===== config.mk =====
export PLATFORM = sky130hd
export DESIGN_NAME = game_tick_scheduler_flat
export DESIGN_NICKNAME = d
export VERILOG_FILES = /design/src/rtl/game_tick_scheduler_if.sv /design/src/rtl/game_tick_scheduler.sv /design/src/flat_wrapper.sv
export SDC_FILE = /design/constraint.sdc
export NUM_CORES = 1
export LEC_CHECK = 0
export ABC_AREA = 1
export CORE_MARGIN = 2
export CORE_UTILIZATION = 45
export DETAILED_ROUTE_END_ITERATION = 12
export SETUP_SLACK_MARGIN = 0.4
export SYNTH_ARGS = -nofsm -noshare
export SYNTH_HDL_FRONTEND = slang
export SYNTH_SLANG_ARGS = --single-unit

===== constraint.sdc =====
create_clock -name clk -period 5.2 [get_ports clk]
set_input_delay 0.78 -clock clk [delete_from_list [all_inputs] [get_ports clk]]
set_output_delay 0.78 -clock clk [all_outputs]
set_load 0.02 [all_outputs]

===== src/rtl/game_tick_scheduler_if.sv =====
// Control and status bundle for the game tick scheduler.
// The master side is the game core (or bench); the slave side is the scheduler.
interface game_tick_scheduler_if #(
  parameter int LEVEL_W = 4
) ();
  logic               start;
  logic               stop;
  logic               pause_req;
  logic               level_valid;
  logic [LEVEL_W-1:0] level;
  logic               level_ready;
  logic               pix_en;
  logic               digit_tick;
  logic               sec_tick;
  logic               fall_tick;
  logic               running;
  logic               paused;
  logic [26:0]        fall_div;

  modport master (
    output start, stop, pause_req, level_valid, level,
    input  level_ready, pix_en, digit_tick, sec_tick, fall_tick,
           running, paused, fall_div
  );

  modport slave (
    input  start, stop, pause_req, level_valid, level,
    output level_ready, pix_en, digit_tick, sec_tick, fall_tick,
           running, paused, fall_div
  );
endinterface


===== src/rtl/game_tick_scheduler.sv =====
// Game tick scheduler: derives single-cycle enable strobes from clk and
// sequences game time through IDLE/RUN/PAUSE, with a level handshake that
// retimes the block-fall period only on interval boundaries.
//
//   state | meaning
//   IDLE  | no game; fall/sec counters held at 0
//   RUN   | game time advancing; fall/sec counters count
//   PAUSE | game time frozen; fall/sec counters hold their value
module game_tick_scheduler #(
  parameter int BASE_FALL_DIV = 8000000,
  parameter int FALL_STEP     = 500000,
  parameter int MIN_FALL_DIV  = 1000000,
  parameter int DIGIT_DIV     = 200000,
  parameter int SEC_DIV       = 100000000,
  parameter int LEVEL_W       = 4
) (
  input logic                  clk,
  input logic                  rst,
  game_tick_scheduler_if.slave bus
);
  typedef enum logic [1:0] {IDLE, RUN, PAUSE} state_t;

  localparam logic [26:0] BASE_DIV  = 27'(BASE_FALL_DIV);
  localparam logic [26:0] MIN_DIV   = 27'(MIN_FALL_DIV);
  localparam logic [26:0] DIGIT_M1  = 27'(DIGIT_DIV - 1);
  localparam logic [26:0] SEC_M1    = 27'(SEC_DIV - 1);
  localparam logic [31:0] BASE32    = 32'(BASE_FALL_DIV);
  localparam logic [31:0] STEP32    = 32'(FALL_STEP);
  localparam logic [31:0] CLAMP_LIM = 32'(BASE_FALL_DIV - MIN_FALL_DIV);

  state_t      state_q, state_d;
  logic [1:0]  pix_cnt;
  logic [26:0] digit_cnt;
  logic [26:0] fall_cnt;
  logic [26:0] sec_cnt;
  logic [26:0] pend_div;
  logic [26:0] pend_calc;
  logic [31:0] step_prod;
  logic        pending;
  logic        fall_wrap, sec_wrap, xfer, load, clear_game;

  // The >= compare keeps a counter held in PAUSE from running away when a
  // shorter period is loaded underneath it.
  assign fall_wrap  = (state_q == RUN) && (fall_cnt >= bus.fall_div - 27'd1);
  assign sec_wrap   = (state_q == RUN) && (sec_cnt >= SEC_M1);
  assign clear_game = (state_q == IDLE) || (state_d == IDLE);
  assign xfer       = bus.level_valid && bus.level_ready;
  // Pending period applies at an interval boundary while running, otherwise at once.
  assign load       = pending && ((state_q != RUN) || fall_wrap);
  assign step_prod  = 32'(bus.level) * STEP32;
  assign pend_calc  = (step_prod > CLAMP_LIM) ? MIN_DIV : 27'(BASE32 - step_prod);

  // State register.
  always_ff @(posedge clk or posedge rst) begin
    if (rst) state_q <= IDLE;
    else     state_q <= state_d;
  end

  // Next-state logic; stop overrides everything, start outside IDLE is ignored.
  always_comb begin
    state_d = state_q;
    if (bus.stop) begin
      state_d = IDLE;
    end else begin
      case (state_q)
        IDLE:    if (bus.start)      state_d = RUN;
        RUN:     if (bus.pause_req)  state_d = PAUSE;
        PAUSE:   if (!bus.pause_req) state_d = RUN;
        default: state_d = IDLE;
      endcase
    end
  end

  // Free-running pixel and digit strobes, never gated by game state.
  always_ff @(posedge clk or posedge rst) begin
    if (rst) begin
      pix_cnt        <= '0;
      bus.pix_en     <= 1'b0;
      digit_cnt      <= '0;
      bus.digit_tick <= 1'b0;
    end else begin
      pix_cnt    <= pix_cnt + 2'd1;
      bus.pix_en <= (pix_cnt == 2'd3);
      if (digit_cnt == DIGIT_M1) begin
        digit_cnt      <= '0;
        bus.digit_tick <= 1'b1;
      end else begin
        digit_cnt      <= digit_cnt + 27'd1;
        bus.digit_tick <= 1'b0;
      end
    end
  end

  // Game-time counters: advance in RUN, hold in PAUSE, clear in IDLE and on game start.
  always_ff @(posedge clk or posedge rst) begin
    if (rst) begin
      fall_cnt      <= '0;
      sec_cnt       <= '0;
      bus.fall_tick <= 1'b0;
      bus.sec_tick  <= 1'b0;
    end else begin
      bus.fall_tick <= fall_wrap;
      bus.sec_tick  <= sec_wrap;
      if (clear_game || fall_wrap)  fall_cnt <= '0;
      else if (state_q == RUN)      fall_cnt <= fall_cnt + 27'd1;
      if (clear_game || sec_wrap)   sec_cnt <= '0;
      else if (state_q == RUN)      sec_cnt <= sec_cnt + 27'd1;
    end
  end

  // Level handshake: capture the new period, then swap it in at the right moment.
  always_ff @(posedge clk or posedge rst) begin
    if (rst) begin
      pend_div        <= BASE_DIV;
      pending         <= 1'b0;
      bus.fall_div    <= BASE_DIV;
      bus.level_ready <= 1'b1;
    end else begin
      if (load) begin
        bus.fall_div <= pend_div;
        pending      <= 1'b0;
      end
      if (xfer) begin
        pend_div <= pend_calc;
        pending  <= 1'b1;
      end
      // Ready lags the load by one cycle so the new period is visible first.
      bus.level_ready <= xfer ? 1'b0 : !pending;
    end
  end

  // Registered state flags.
  always_ff @(posedge clk or posedge rst) begin
    if (rst) begin
      bus.running <= 1'b0;
      bus.paused  <= 1'b0;
    end else begin
      bus.running <= (state_d == RUN);
      bus.paused  <= (state_d == PAUSE);
    end
  end
endmodule


===== src/flat_wrapper.sv =====
// flat-port wrapper written by rule: the top's interface ports become plain ports
module game_tick_scheduler_flat 
#(
  parameter int BASE_FALL_DIV = 8000000,
  parameter int FALL_STEP     = 500000,
  parameter int MIN_FALL_DIV  = 1000000,
  parameter int DIGIT_DIV     = 200000,
  parameter int SEC_DIV       = 100000000,
  parameter int LEVEL_W       = 4
)
  (clk, rst, bus_start, bus_stop, bus_pause_req, bus_level_valid, bus_level, bus_level_ready, bus_pix_en, bus_digit_tick, bus_sec_tick, bus_fall_tick, bus_running, bus_paused, bus_fall_div);
  game_tick_scheduler_if #(.LEVEL_W(LEVEL_W)) bus_i ();
  input logic clk;
  input logic rst;
  input wire logic [$bits(bus_i.start)-1:0] bus_start;
  input wire logic [$bits(bus_i.stop)-1:0] bus_stop;
  input wire logic [$bits(bus_i.pause_req)-1:0] bus_pause_req;
  input wire logic [$bits(bus_i.level_valid)-1:0] bus_level_valid;
  input wire logic [$bits(bus_i.level)-1:0] bus_level;
  output wire logic [$bits(bus_i.level_ready)-1:0] bus_level_ready;
  output wire logic [$bits(bus_i.pix_en)-1:0] bus_pix_en;
  output wire logic [$bits(bus_i.digit_tick)-1:0] bus_digit_tick;
  output wire logic [$bits(bus_i.sec_tick)-1:0] bus_sec_tick;
  output wire logic [$bits(bus_i.fall_tick)-1:0] bus_fall_tick;
  output wire logic [$bits(bus_i.running)-1:0] bus_running;
  output wire logic [$bits(bus_i.paused)-1:0] bus_paused;
  output wire logic [$bits(bus_i.fall_div)-1:0] bus_fall_div;
  assign bus_i.start = bus_start;
  assign bus_i.stop = bus_stop;
  assign bus_i.pause_req = bus_pause_req;
  assign bus_i.level_valid = bus_level_valid;
  assign bus_i.level = bus_level;
  assign bus_level_ready = bus_i.level_ready;
  assign bus_pix_en = bus_i.pix_en;
  assign bus_digit_tick = bus_i.digit_tick;
  assign bus_sec_tick = bus_i.sec_tick;
  assign bus_fall_tick = bus_i.fall_tick;
  assign bus_running = bus_i.running;
  assign bus_paused = bus_i.paused;
  assign bus_fall_div = bus_i.fall_div;
  game_tick_scheduler #(.BASE_FALL_DIV(BASE_FALL_DIV), .FALL_STEP(FALL_STEP), .MIN_FALL_DIV(MIN_FALL_DIV), .DIGIT_DIV(DIGIT_DIV), .SEC_DIV(SEC_DIV), .LEVEL_W(LEVEL_W)) u_core (.clk(clk), .rst(rst), .bus(bus_i));
endmodule

==> results.py <==
metrics = {
    "power": {
        "p_leak_nw": 4.786,
        "power.switching_w": 0.001293,
        "clkPwrFrac": 0.338,
        "sw_frac_of_total": 0.3501,
        "comb_power_share": 0.297,
        "powerDensity_nw_per_um2": 366.8,
        "peakVddDrop_mv": 0.2187,
        "p_int_w": 0.002399,
        "seqPwrFrac": 0.365,
        "power.total_w": 0.003692,
    },
    "critical_path": {
        "critPathMaxStageDelay_ns": 0.62,
        "crit_family": "simple AND/OR/NAND/NOR gates",
        "rr_worst_depth": 18,
        "crit_slowest_cell": "nand2_1",
        "crit_fanout": 23,
        "reg2reg_to": "u_core.fall_cnt[16]",
        "criticalPathCategory": "reg2reg",
        "crit_arrival_ns": 4.19,
        "crit_chain": "inv_1 -> ha_1 -> nand2_1 -> nor2_2 -> nand3_2 -> nor2_1 -> nand2_1 -> or2_1 -> xor2_1 -> inv_1 -> ha_1 -> nand4_1 -> nor4_1 -> nand2_1 -> nand3_1 -> nand2_1 -> nand2_1 -> nor2_1",
        "required_ns": 5.46,
        "crit_top_cell": "nand2_1",
        "path_buf_inv": 2,
        "cp-end-kind": "flip-flop",
        "ff2ff_setup_slack_ns": 1.27,
        "worstReg2RegStart": "u_core.bus.fall_div[5]",
        "start_kind": "flip-flop",
    },
    "placement": {
        "place_ws_ns": 0.8772,
        "post-dp-hpwl_microns": 15000,
        "gp_congestion": 0.8807,
        "io_buffer_count": 38,
    },
    "clock_network": {
        "cts_buffer_depth": 2,
        "cts_buffers": 17,
        "htreeDepth": 4,
        "clock-sinks": 131,
        "cts_tree": "yes",
        "cts.repair.resized": 0,
        "clk_pin_slew_ns": 0.06,
        "post-cts-setup-buffers": 0,
        "ctsRootBufferMaster": "clkbuf_16",
        "clk_latency_ns": 0.42,
        "ctsHoldBuffers": 0,
    },
    "drt": {
        "via_per_inst": 4.924,
        "ant_nets": 0,
        "wl_per_cell_microns": 12.90,
        "drtPass1Iterations": 5,
        "drcViolationCount": 0,
        "dr_total_vias": 7554,
        "drt_iter0_markers": 404,
        "routed_wl_microns": 19780,
    },
    "sta": {
        "maxSlewViolCount": 0,
        "setup_viol": 0,
        "period_share": 0.7549,
        "setup_ws_ns": 1.275,
        "final-hold-violation-count": 0,
        "finalClockSkew_ns": 0.01192,
        "min_period_ns": 3.925,
        "rsz0062_at_grt": "false",
        "relSlewSlack": 0.4309,
        "max_freq_ghz": 0.2548,
        "tns_ns": 0,
        "tightest_slew_ns": 0.8537,
    },
    "synth": {
        "synthTopCellsByArea": "dfrtp_1, nand2_1, nor2_1",
        "synth_cell_types": 44,
        "syn_inst": 1216,
        "syn_area_sq_um": 8853,
        "synth-edff-count": 0,
        "ys_seq_elements": 131,
        "yosys_warnings": 0,
        "ys.flop_type": "dfrtp_1",
        "yosys.area.top_type": "dfrtp_1",
        "yosysSeqAreaShare": 0.3724,
        "synth_top_area_frac": 0.3279,
        "ys_async_sr_fraction": 1.000,
        "synth.avg_cell_area_sq_um": 7.281,
    },
    "global_route": {
        "grt_pass1_vias": 7201,
        "grt_usage": 0.2078,
        "grt_max_degree": 97,
        "gr-total-overflow": 0,
        "antenna_found_initial": 0,
        "grt_pass1_wl_microns": 34640,
    },
    "die": {
        "num_io_pins": 44,
        "row_count": 51,
        "die_w_microns": 144.3,
        "start_util": 0.4564,
        "core_area_sq_um": 19400,
        "die_h_microns": 144.3,
        "die-area_sq_um": 20810,
    },
    "min_path": {
        "holdCritStartpoint": "u_core.pix_cnt[0]",
        "holdPathStages": 1,
        "hold-path-endpoint": "u_core.pix_cnt[0]",
        "hold_path_class": "reg2reg",
    },
    "status": {
        "status": "finished, final reports clean",
    },
    "layout": {
        "n_fill_cell": 1959,
        "drive_above_1_share": 0.06541,
        "area_growth_pct": 13.69,
        "n_antenna_cell": 0,
        "fin_nets": 1319,
    },
    "flow_run": {
        "cap_violations": 0,
    },
}
routing by layer:
layer / vias to the layer above / GRT usage / share of wire
met5: - / 0 / 0
met4: 0 / 0.04854 / 0.0065
met3: 8 / 0.04205 / 0.036
met2: 113 / 0.3484 / 0.48
met1: 3487 / 0.2782 / 0.48
li1: 3946 / - / -
stage by stage:
step	hold WS (ns)	util	area (sq um)	std cells
after floorplan	0.4006	-	8869	1220
after global placement	0.4195	0.4871	9449	1502
after detailed placement	0.4150	0.4871	9449	1502
after CTS	0.4231	0.5189	10070	1534
after global routing	0.4643	0.5189	10070	1534
final	0.4176	0.5189	10070	1534
cells in the mapped netlist (7+ instances only):
| cell | n |
|---|---|
| nand2_1 | 325 |
| nor2_1 | 172 |
| inv_1 | 159 |
| dfrtp_1 | 116 |
| nand3_1 | 86 |
| xor2_1 | 57 |
| ha_1 | 48 |
| nor3_1 | 40 |
| nand4_1 | 34 |
| o21ai_0 | 29 |
| a21oi_1 | 24 |
| nor2_2 | 16 |
| dfstp_2 | 15 |
| xnor2_1 | 13 |
| nor4_1 | 12 |
| buf_4 | 11 |
| buf_2 | 7 |
logic make-up after synthesis:
group	Yosys count	synth area share
xor gates and xnor gates	71	0.07109
AOI/OAI and AO/OA	71	0.04508
buffers and inverters	184	0.08578
other	1	0.0004236
and+or+nand+nor	705	0.3461
DFF	131	0.3724
adders and majority gates	53	0.07914
worst max-delay path by stage:
| stage | startpoint | slack (ns) | depth (start not counted) | end |
|---|---|---|---|---|
| 6_report | u_core.bus.fall_div[5] | 1.27 | 18 | u_core.fall_cnt[16] |
| 5_1_grt | u_core.bus.fall_div[5] | 0.84 | 18 | u_core.fall_cnt[16] |
| 4_1_cts | u_core.bus.fall_div[5] | 1.17 | 18 | u_core.fall_cnt[16] |
| 3_5_place_dp | bus_level[1] | 0.88 | 16 | u_core.pend_div[5] |
| 3_3_place_gp | bus_level[1] | 0.95 | 16 | u_core.pend_div[5] |
| 2_1_floorplan | rst | 0.95 | 1 | u_core.bus.digit_tick |
flip-flops by register name (all words and copies together) (netlist names):
name,count
u_core.bus.paused,1
u_core.bus.sec_tick,1
u_core.bus.level_ready,1
u_core.pending,1
u_core.bus.fall_div,19
u_core.digit_cnt,27
u_core.bus.pix_en,1
u_core.pix_cnt,2
u_core.pend_div,19
u_core.sec_cnt,27
u_core.bus.running,1
u_core.fall_cnt,27
u_core.state_q,2
u_core.bus.digit_tick,1
u_core.bus.fall_tick,1
power by group through the flow:
stage / registers [W] / clock network [W] / logic, W
finish: 0.00135 / 0.00125 / 0.00110
global placement: 0.00136 / 0 / 0.00109
global route: 0.00137 / 0.00131 / 0.00126
detailed placement: 0.00137 / 0 / 0.00111
CTS: 0.00135 / 0.00128 / 0.00112
floorplan: 0.00141 / 0 / 0.000719
layout by cell type (no fill, tap or decap), types with 29 or more instances in the layout:
master | netlist | layout
nand2_1 | 325 | 325
nor2_1 | 172 | 172
inv_1 | 159 | 158
dfrtp_1 | 116 | 116
nand3_1 | 86 | 86
xor2_1 | 57 | 57
ha_1 | 48 | 48
nor3_1 | 40 | 40
clkdlybuf4s50_1 | 0 | 38
nand4_1 | 34 | 34
o21ai_0 | 29 | 29
layout make-up:
cell class              instances  area (sq um)  share of cell area
flip-flops and latches        131          3297              0.3275
inverters                     160         605.6             0.06016
well taps                     265         331.6             0.03294
clock inverters                14         177.7             0.01765
clock buffers                  18         439.2             0.04363
repair buffers                 41         402.9             0.04002
multi-input cells             905          4812              0.4781
No activity file was read; power rests on OpenSTA's default activity.
